===== src/rtl/pixel_readout_seq.sv =====
// pixel_readout_seq
// Scans a ROWS x COLS pixel array in row-major order. For each pixel it drives
// the row/column select, pulses the pixel reset, waits SETTLE_CYC cycles, then
// captures the ADC code into a FIFO. Firmware drains the FIFO over Wishbone.
//
// Ports:
//   wb_clk_i, rst_n            clock, asynchronous active-low reset
//   wbs_cyc/stb/we/sel/adr/dat Wishbone classic slave (regs at 0x0/0x4/0x8/0xC)
//   wbs_dat_o, wbs_ack_o       read data (0 unless acking a read), 1-cycle ack
//   pix_row_o, pix_col_o       registered pixel select
//   pix_rst_o                  pixel reset pulse (PRST state)
//   pix_data_i                 ADC code, captured in SAMPLE
//   irq_o                      registered level interrupt
//
// Build option: define PIXEL_SEQ_TESTPATTERN_EN to build the CTRL.TPAT test
// pattern ({row,col} in place of pix_data_i). Without it TPAT reads 0.
module pixel_readout_seq #(
    parameter int unsigned ROWS       = 8,
    parameter int unsigned COLS       = 8,
    parameter int unsigned DATA_W     = 8,
    parameter int unsigned FIFO_DEPTH = 16,
    parameter int unsigned SETTLE_CYC = 4,
    localparam int unsigned ROW_W     = $clog2(ROWS),
    localparam int unsigned COL_W     = $clog2(COLS)
) (
    input  logic              wb_clk_i,
    input  logic              rst_n,
    input  logic              wbs_cyc_i,
    input  logic              wbs_stb_i,
    input  logic              wbs_we_i,
    input  logic [3:0]        wbs_sel_i,
    input  logic [31:0]       wbs_adr_i,
    input  logic [31:0]       wbs_dat_i,
    output logic [31:0]       wbs_dat_o,
    output logic              wbs_ack_o,
    output logic [ROW_W-1:0]  pix_row_o,
    output logic [COL_W-1:0]  pix_col_o,
    output logic              pix_rst_o,
    input  logic [DATA_W-1:0] pix_data_i,
    output logic              irq_o
);

    localparam int unsigned AW = $clog2(FIFO_DEPTH);
    localparam int unsigned LW = AW + 1;
    localparam int unsigned CW = (SETTLE_CYC > 1) ? $clog2(SETTLE_CYC) : 1;

    localparam logic [CW-1:0]    SettleLoad = CW'(SETTLE_CYC - 1);
    localparam logic [LW-1:0]    LevelFull  = LW'(FIFO_DEPTH);
    localparam logic [ROW_W-1:0] RowLast    = ROW_W'(ROWS - 1);
    localparam logic [COL_W-1:0] ColLast    = COL_W'(COLS - 1);

    localparam logic [1:0] RegCtrl   = 2'd0;
    localparam logic [1:0] RegStatus = 2'd1;
    localparam logic [1:0] RegData   = 2'd2;
    localparam logic [1:0] RegThr    = 2'd3;

    typedef enum logic [2:0] {StIdle, StPrst, StSettle, StSample, StNext} state_e;

    state_e            state_q, state_d;
    logic              ack_q, ack_d;
    logic              cont_q, cont_d;
    logic [4:0]        thr_q, thr_d;
    logic              ovf_q, ovf_d;
    logic              done_q, done_d;
    logic              irq_q, irq_d;
    logic [ROW_W-1:0]  row_q, row_d;
    logic [COL_W-1:0]  col_q, col_d;
    logic [CW-1:0]     cnt_q, cnt_d;
    logic [AW-1:0]     wr_ptr_q, wr_ptr_d;
    logic [AW-1:0]     rd_ptr_q, rd_ptr_d;
    logic [LW-1:0]     level_q, level_d;
    logic [DATA_W-1:0] mem_q [FIFO_DEPTH];

    logic              wb_acc, wr_en, rd_en;
    logic [1:0]        reg_sel;
    logic              ctrl_wr, thr_wr, status_rd, data_rd;
    logic              start_pulse, clr_pulse;
    logic              busy, pix_rst, push_req, frame_end, last_pix;
    logic              empty, full, push, pop, drop;
    logic [DATA_W-1:0] sample_data, head;
    logic [31:0]       rdata;
    logic              tpat;
    logic              unused_bits;

    // ---------------- Wishbone decode ----------------
    always_comb begin
        ack_d       = wbs_cyc_i & wbs_stb_i & ~ack_q;
        // Side effects happen in the ack cycle while the master still holds the request.
        wb_acc      = ack_q & wbs_cyc_i & wbs_stb_i;
        reg_sel     = wbs_adr_i[3:2];
        wr_en       = wb_acc & wbs_we_i & wbs_sel_i[0];
        rd_en       = wb_acc & ~wbs_we_i;
        ctrl_wr     = wr_en && (reg_sel == RegCtrl);
        thr_wr      = wr_en && (reg_sel == RegThr);
        status_rd   = rd_en && (reg_sel == RegStatus);
        data_rd     = rd_en && (reg_sel == RegData);
        start_pulse = ctrl_wr & wbs_dat_i[0];
        clr_pulse   = ctrl_wr & wbs_dat_i[2];
        unused_bits = ^{wbs_adr_i[31:4], wbs_adr_i[1:0], wbs_sel_i[3:1],
                        wbs_dat_i[31:5], wbs_dat_i[3]};
    end

    // ---------------- Optional test pattern ----------------
`ifdef PIXEL_SEQ_TESTPATTERN_EN
    logic                          tpat_q, tpat_d;
    logic [ROW_W+COL_W+DATA_W-1:0] pat_ext;

    always_comb begin
        tpat_d      = ctrl_wr ? wbs_dat_i[3] : tpat_q;
        pat_ext     = {{DATA_W{1'b0}}, row_q, col_q};
        tpat        = tpat_q;
        sample_data = tpat_q ? pat_ext[DATA_W-1:0] : pix_data_i;
    end

    always_ff @(posedge wb_clk_i or negedge rst_n) begin
        if (!rst_n) begin
            tpat_q <= 1'b0;
        end else begin
            tpat_q <= tpat_d;
        end
    end
`else
    always_comb begin
        tpat        = 1'b0;
        sample_data = pix_data_i;
    end
`endif

    // ---------------- FSM: state register ----------------
    always_ff @(posedge wb_clk_i or negedge rst_n) begin
        if (!rst_n) begin
            state_q <= StIdle;
        end else begin
            state_q <= state_d;
        end
    end

    // ---------------- FSM: next state ----------------
    always_comb begin
        last_pix = (row_q == RowLast) && (col_q == ColLast);
        state_d  = state_q;
        unique case (state_q)
            StIdle:   if (start_pulse) state_d = StPrst;
            StPrst:   state_d = StSettle;
            StSettle: if (cnt_q == '0) state_d = StSample;
            StSample: state_d = StNext;
            StNext: begin
                if (last_pix) state_d = cont_q ? StPrst : StIdle;
                else          state_d = StPrst;
            end
            default:  state_d = StIdle;
        endcase
    end

    // ---------------- FSM: outputs ----------------
    always_comb begin
        pix_rst   = (state_q == StPrst);
        busy      = (state_q != StIdle);
        push_req  = (state_q == StSample);
        frame_end = (state_q == StNext) && last_pix;
    end

    // ---------------- Scan position and settle counter ----------------
    always_comb begin
        row_d = row_q;
        col_d = col_q;
        cnt_d = cnt_q;
        if (state_q == StPrst) begin
            cnt_d = SettleLoad;
        end else if ((state_q == StSettle) && (cnt_q != '0)) begin
            cnt_d = cnt_q - CW'(1);
        end
        // Select only moves in NEXT; the last pixel wraps back to (0,0).
        if (state_q == StNext) begin
            if (col_q == ColLast) begin
                col_d = '0;
                row_d = (row_q == RowLast) ? '0 : row_q + ROW_W'(1);
            end else begin
                col_d = col_q + COL_W'(1);
            end
        end
    end

    // ---------------- FIFO ----------------
    always_comb begin
        empty    = (level_q == '0);
        full     = (level_q == LevelFull);
        head     = mem_q[rd_ptr_q];
        pop      = data_rd & ~empty;
        // A pop in the same cycle frees the slot, so a full FIFO still accepts.
        push     = push_req & (~full | pop);
        drop     = push_req & full & ~pop;
        wr_ptr_d = wr_ptr_q;
        rd_ptr_d = rd_ptr_q;
        level_d  = level_q;
        if (clr_pulse) begin
            wr_ptr_d = '0;
            rd_ptr_d = '0;
            level_d  = '0;
        end else begin
            if (push) wr_ptr_d = wr_ptr_q + AW'(1);
            if (pop)  rd_ptr_d = rd_ptr_q + AW'(1);
            case ({push, pop})
                2'b10:   level_d = level_q + LW'(1);
                2'b01:   level_d = level_q - LW'(1);
                default: level_d = level_q;
            endcase
        end
    end

    always_ff @(posedge wb_clk_i) begin
        if (push) begin
            mem_q[wr_ptr_q] <= sample_data;
        end
    end

    // ---------------- Control / status registers ----------------
    always_comb begin
        cont_d = ctrl_wr ? wbs_dat_i[1] : cont_q;
        thr_d  = thr_wr ? wbs_dat_i[4:0] : thr_q;
        // A new event in the same cycle as the clearing read stays visible.
        ovf_d  = (ovf_q & ~status_rd) | drop;
        done_d = (done_q & ~status_rd) | frame_end;
        irq_d  = ((32'(level_q) >= 32'(thr_q)) && (thr_q != '0)) || ovf_q;
    end

    always_ff @(posedge wb_clk_i or negedge rst_n) begin
        if (!rst_n) begin
            ack_q    <= 1'b0;
            cont_q   <= 1'b0;
            thr_q    <= '0;
            ovf_q    <= 1'b0;
            done_q   <= 1'b0;
            irq_q    <= 1'b0;
            row_q    <= '0;
            col_q    <= '0;
            cnt_q    <= '0;
            wr_ptr_q <= '0;
            rd_ptr_q <= '0;
            level_q  <= '0;
        end else begin
            ack_q    <= ack_d;
            cont_q   <= cont_d;
            thr_q    <= thr_d;
            ovf_q    <= ovf_d;
            done_q   <= done_d;
            irq_q    <= irq_d;
            row_q    <= row_d;
            col_q    <= col_d;
            cnt_q    <= cnt_d;
            wr_ptr_q <= wr_ptr_d;
            rd_ptr_q <= rd_ptr_d;
            level_q  <= level_d;
        end
    end

    // ---------------- Read mux and outputs ----------------
    always_comb begin
        rdata = '0;
        unique case (reg_sel)
            RegCtrl: begin
                rdata[1] = cont_q;
                rdata[3] = tpat;
            end
            RegStatus: begin
                rdata[0]    = busy;
                rdata[1]    = empty;
                rdata[2]    = full;
                rdata[3]    = ovf_q;
                rdata[4]    = done_q;
                rdata[12:8] = 5'(level_q);
            end
            RegData: begin
                if (!empty) rdata[DATA_W-1:0] = head;
            end
            RegThr: begin
                rdata[4:0] = thr_q;
            end
            default: rdata = '0;
        endcase
        wbs_dat_o = rd_en ? rdata : 32'h0;
        wbs_ack_o = ack_q;
        pix_row_o = row_q;
        pix_col_o = col_q;
        pix_rst_o = pix_rst;
        irq_o     = irq_q;
    end

endmodule


===== config.mk =====
export PLATFORM = sky130hd
export DESIGN_NAME = pixel_readout_seq
export DESIGN_NICKNAME = d
export VERILOG_FILES = /design/src/rtl/pixel_readout_seq.sv
export SDC_FILE = /design/constraint.sdc
export NUM_CORES = 1
export LEC_CHECK = 0
export CAP_MARGIN = 20
export CORE_AREA = 5 5 159 115
export CTS_CLUSTER_SIZE = 20
export DETAILED_ROUTE_END_ITERATION = 16
export DIE_AREA = 0 0 164 120
export PLACE_DENSITY = 0.68
export SETUP_SLACK_MARGIN = 0.02
export SYNTH_ARGS = -nofsm -noshare
export SYNTH_HDL_FRONTEND = slang
export SYNTH_SLANG_ARGS = --single-unit

===== constraint.sdc =====
create_clock -name wb_clk_i -period 4.6 [get_ports wb_clk_i]
set_input_delay 0.69 -clock wb_clk_i [delete_from_list [all_inputs] [get_ports wb_clk_i]]
set_output_delay 0.69 -clock wb_clk_i [all_outputs]
set_load 0.01 [all_outputs]

==> impl_results.html <==
<table>
<tr><th>Metric</th><th>Value</th></tr>
<tr><th colspan="2">Power and ir drop</th></tr>
<tr><td>Max rail drop VDD</td><td>between 200 and 300 µV</td></tr>
<tr><td>Leakage</td><td>0.00302 µW</td></tr>
<tr><td>Power density over the cells</td><td>417 nW/µm²</td></tr>
<tr><th colspan="2">Cells and area</th></tr>
<tr><td>Proportion of layout cells with a drive suffix above 1</td><td>between 10% and 20%</td></tr>
<tr><td>FF/Latch Area</td><td>around 4700 µm²</td></tr>
<tr><td>Count of antenna diodes in the layout</td><td>0</td></tr>
<tr><td>Layout net count</td><td>606</td></tr>
<tr><td>P&amp;R area growth vs syn</td><td>15.7%</td></tr>
<tr><td>Leading cell types in the layout, fill and taps excluded</td><td>128 x sky130_fd_sc_hd__edfxtp_1, 42 x sky130_fd_sc_hd__clkdlybuf4s50_1, 34 x sky130_fd_sc_hd__dfrtp_1, 33 x sky130_fd_sc_hd__nor2_1, 20 x sky130_fd_sc_hd__nand2_1</td></tr>
<tr><td>Filler Cells Inserted</td><td>approximately 1,400</td></tr>
<tr><td>Post-Route Utilization</td><td>50.6%</td></tr>
<tr><td>Most frequent standard cell in the layout excluding fill and tap cells</td><td>sky130_fd_sc_hd__edfxtp_1</td></tr>
<tr><td>Area taken by multi-input logic gates</td><td>about 2400 µm²</td></tr>
<tr><th colspan="2">Clock tree</th></tr>
<tr><td>H-tree levels</td><td>4</td></tr>
<tr><td>Number of setup buffers added after CTS</td><td>0</td></tr>
<tr><td>Count of cells resized by post-cts repair</td><td>0</td></tr>
<tr><td>Maximum clock insertion buffer count</td><td>2</td></tr>
<tr><td>Clock net sink count</td><td>around 160</td></tr>
<tr><td>Worst-path clk slew</td><td>around 0.070 ns</td></tr>
<tr><td>Number of hold-repair buffers added at the cts stage</td><td>0</td></tr>
<tr><td>TritonCTS clock tree</td><td>done</td></tr>
<tr><td>Cts bufs inserted</td><td>17</td></tr>
<tr><td>Source-to-sink clock delay at the later pin of the worst-skew pair</td><td>between 0.4 and 0.5 ns</td></tr>
<tr><td>Root Driver</td><td>sky130_fd_sc_hd__clkbuf_16</td></tr>
<tr><th colspan="2">Worst setup path</th></tr>
<tr><td>Critical-path maximum fanout</td><td>23</td></tr>
<tr><td>Kind of end point of the critical path</td><td>output pin</td></tr>
<tr><td>Nature of the critical path startpoint</td><td>flip-flop</td></tr>
<tr><td>Worst setup path class</td><td>reg -&gt; out</td></tr>
<tr><td>Critical Path AT</td><td>roughly 3.2 ns</td></tr>
<tr><td>Required arrival time at the worst endpoint</td><td>between 3 and 4 ns</td></tr>
<tr><th colspan="2">Timing</th></tr>
<tr><td>Final hold violation count</td><td>0</td></tr>
<tr><td>Unrepaired setup endpoints after global routing</td><td>false</td></tr>
<tr><td>Clock period minus final worst setup slack</td><td>~4 ns</td></tr>
<tr><td>Max Clock Skew</td><td>0.00931 ns</td></tr>
<tr><td>Actual transition at the worst max-transition pin</td><td>0.835 ns</td></tr>
<tr><td>Post-route clock period utilization</td><td>85.4%</td></tr>
<tr><td>Total Negative Setup Slacks</td><td>0 ns</td></tr>
<tr><td>Achievable Freq</td><td>0.255 GHz</td></tr>
<tr><td>Relative slew slack</td><td>a little over two fifths</td></tr>
<tr><td>Number of max-slew violations in the final report</td><td>0</td></tr>
<tr><td>Final number of setup-violating endpoints</td><td>0</td></tr>
<tr><th colspan="2">Die</th></tr>
<tr><td>Die Area</td><td>a little under 20,000 µm²</td></tr>
<tr><td>Core box area</td><td>between 15,000 and 20,000 µm²</td></tr>
<tr><td>Die extent in x</td><td>164 µm</td></tr>
<tr><td>Standard-cell rows</td><td>40</td></tr>
<tr><td>Chip height</td><td>roughly 120 µm</td></tr>
<tr><td>Top-level port count</td><td>122</td></tr>
<tr><td>Starting utilization of the core area</td><td>around 44%</td></tr>
<tr><th colspan="2">Synth</th></tr>
<tr><td>Number of warnings issued by yosys</td><td>0</td></tr>
<tr><td>Largest family of logic cells by synthesized area</td><td>multiplexers</td></tr>
<tr><td>EDFF count, synth</td><td>~130</td></tr>
<tr><td>Async S/R FF share, synth</td><td>21.0%</td></tr>
<tr><td>Sequential fraction of the synthesis area</td><td>between 60% and 70%</td></tr>
<tr><td>Post-synth design cell area</td><td>approximately 7300 µm²</td></tr>
<tr><td>Post-Synth Adder-Cell Area</td><td>under 10%</td></tr>
<tr><td>Xor/xnor cell area share of the yosys netlist</td><td>around 1.1%</td></tr>
<tr><td>Multiplexer share of the synthesized area</td><td>~14%</td></tr>
<tr><td>Number of flip-flops and latches in the synthesized netlist</td><td>about 160</td></tr>
<tr><td>Synthesized area per cell</td><td>approximately 16 µm²</td></tr>
<tr><td>Fraction of the mapped netlist area in simple logic gates</td><td>8.27%</td></tr>
<tr><td>Distinct cell type count after synthesis</td><td>just under 60</td></tr>
<tr><td>Primary FF master, synth</td><td>sky130_fd_sc_hd__edfxtp_1</td></tr>
<tr><td>Post-synthesis cell count</td><td>roughly 470</td></tr>
<tr><td>Compound-Gate Fraction of Synth Area</td><td>~5.3%</td></tr>
<tr><th colspan="2">Detailed routing</th></tr>
<tr><td>Number of DRC markers after the initial detailed-route iteration</td><td>around 400</td></tr>
<tr><td>Post-route ant nets</td><td>0</td></tr>
<tr><td>Drt pass-1 iters</td><td>5</td></tr>
<tr><td>Via count of the routed design</td><td>between 3,000 and 4,000</td></tr>
<tr><td>Wire length per cell</td><td>approximately 19 µm</td></tr>
<tr><td>Remaining DRCs</td><td>0</td></tr>
<tr><td>Final wirelength</td><td>14.2 mm</td></tr>
<tr><td>Ratio of routed vias to standard cells</td><td>between 5 and 6</td></tr>
<tr><th colspan="2">Outcome</th></tr>
<tr><td>Outcome</td><td>finished clean</td></tr>
<tr><th colspan="2">Placement</th></tr>
<tr><td>Placed wire-length estimate</td><td>9.39 mm</td></tr>
<tr><td>Last weighted congestion value of the routability-driven placer</td><td>roughly 0.85</td></tr>
<tr><td>Number of port buffers</td><td>42</td></tr>
<tr><th colspan="2">Min path</th></tr>
<tr><td>Hold/Removal Path Class</td><td>reg -&gt; reg</td></tr>
<tr><th colspan="2">Global route</th></tr>
<tr><td>Maximum number of pins on one net before global-route repair</td><td>35</td></tr>
<tr><td>First-pass GRT wire length</td><td>approximately 23 mm</td></tr>
<tr><td>Total track usage</td><td>15.5%</td></tr>
<tr><td>Initial antenna violation count</td><td>0</td></tr>
<tr><td>Overflow left after global routing</td><td>0</td></tr>
<tr><td>Number of global-route vias before repair</td><td>4,002</td></tr>
<tr><th colspan="2">Flow run</th></tr>
<tr><td>Max Cap Violations</td><td>0</td></tr>
</table>
[Yosys cell counts (all sizes together) (3+ instances only)]
cell / count / area share, %
nand2: 20 / 1.0
buf: 33 / 3.3
and2: 9 / 0.77
nand2b: 3 / 0.29
nor2: 33 / 1.7
nand3: 5 / 0.34
and4: 4 / 0.48
and3: 13 / 1.1
nor3: 9 / 0.62
o211ai: 3 / 0.31
inv: 14 / 0.72
o22ai: 4 / 0.34
xor2: 5 / 0.60
dfrtp: 34 / 12
a21o: 3 / 0.31
mux2: 11 / 1.7
mux2i: 12 / 1.6
edfxtp: 128 / 53
xnor2: 4 / 0.48
ha: 16 / 2.7
clkbuf: 8 / 0.45
nor2b: 3 / 0.26
nor4: 3 / 0.46
a211oi: 6 / 0.62
a21oi: 13 / 0.89
o21ai: 10 / 0.74
mux4: 32 / 11
[worst paths after layout]
check	depth (start not counted)	end	start	slack, ns
worst max-delay path	7	wbs_dat_o[4]	rd_ptr_q[2]	0.67
worst max register to register	4	mem_q[3][7]	state_q[1]	2.04
worst min-delay path	1	wbs_ack_o	wbs_ack_o	0.50
max in group asynchronous	2	wr_ptr_q[0]	rst_n	3.61
min in group asynchronous	2	cnt_q[1]	rst_n	0.67
worst min register to register	1	wbs_ack_o	wbs_ack_o	0.50
[critical path: stages (launching register included)]
cell                              delay (ns)
sky130_fd_sc_hd__dfrtp_1                0.71
sky130_fd_sc_hd__buf_12                 0.27
sky130_fd_sc_hd__mux4_1                 0.58
sky130_fd_sc_hd__mux2i_1                0.36
sky130_fd_sc_hd__nor2_1                 0.08
sky130_fd_sc_hd__a21oi_1                0.17
sky130_fd_sc_hd__o22ai_1                0.12
sky130_fd_sc_hd__clkdlybuf4s50_1        0.51
[flip-flops by register name, summed over array words and instances (netlist names)]
register / count
mem_q: 128
level_q: 5
thr_q: 5
rd_ptr_q: 4
wr_ptr_q: 4
pix_col_o: 3
pix_row_o: 3
state_q: 3
cnt_q: 2
cont_q: 1
done_q: 1
irq_o: 1
ovf_q: 1
wbs_ack_o: 1
[cell type report]
type | count | share of cell area (%)
clock inverters | 15 | 1.95
well taps | 231 | 3.42
flip-flops and latches | 162 | 55.5
clock buffers | 17 | 5.03
inverters | 14 | 0.621
repair buffers | 47 | 5.65
multi-input cells | 267 | 27.8
[stage by stage]
stage,power [µW],instances,area [µm²],hold slack (ns),worst slack (ns)
detailed placement,2190,721,7870,0.483,0.966
finish,3530,753,8460,0.499,0.672
global placement,2160,720,7850,0.479,0.957
CTS,3560,753,8460,0.499,0.651
global route,3680,753,8460,0.517,0.456
floorplan,2050,484,7380,0.394,2.06
[power by group]
part           internal, µW  leakage (µW)  switching, µW  total, µW
Sequential             1640       0.00156            110       1750
Clock                   728      0.000286            646       1370
Combinational           191       0.00118            219        410
Total                  2560       0.00302            975       3530
[per-layer routing]
layer / vias to the layer above / wire length, µm / track usage [%]
met3: 19 / 589 / 2.78
met5: - / 0 / 0
li1: 1865 / - / -
met1: 2000 / 6740 / 21.9
met2: 104 / 6730 / 23.9
met4: 0 / 187 / 6.02
[logic make-up after synthesis]
family                   count (synthesis)
other                                    1
buffers and inverters                   55
AO/OA/AOI/OAI                           55
flip-flops                             162
multiplexers                            55
XOR/XNOR                                 9
AND/OR/NAND/NOR                        113
adder cells (fa/ha/maj)                 16
No activity file was read; power rests on OpenSTA's default activity.
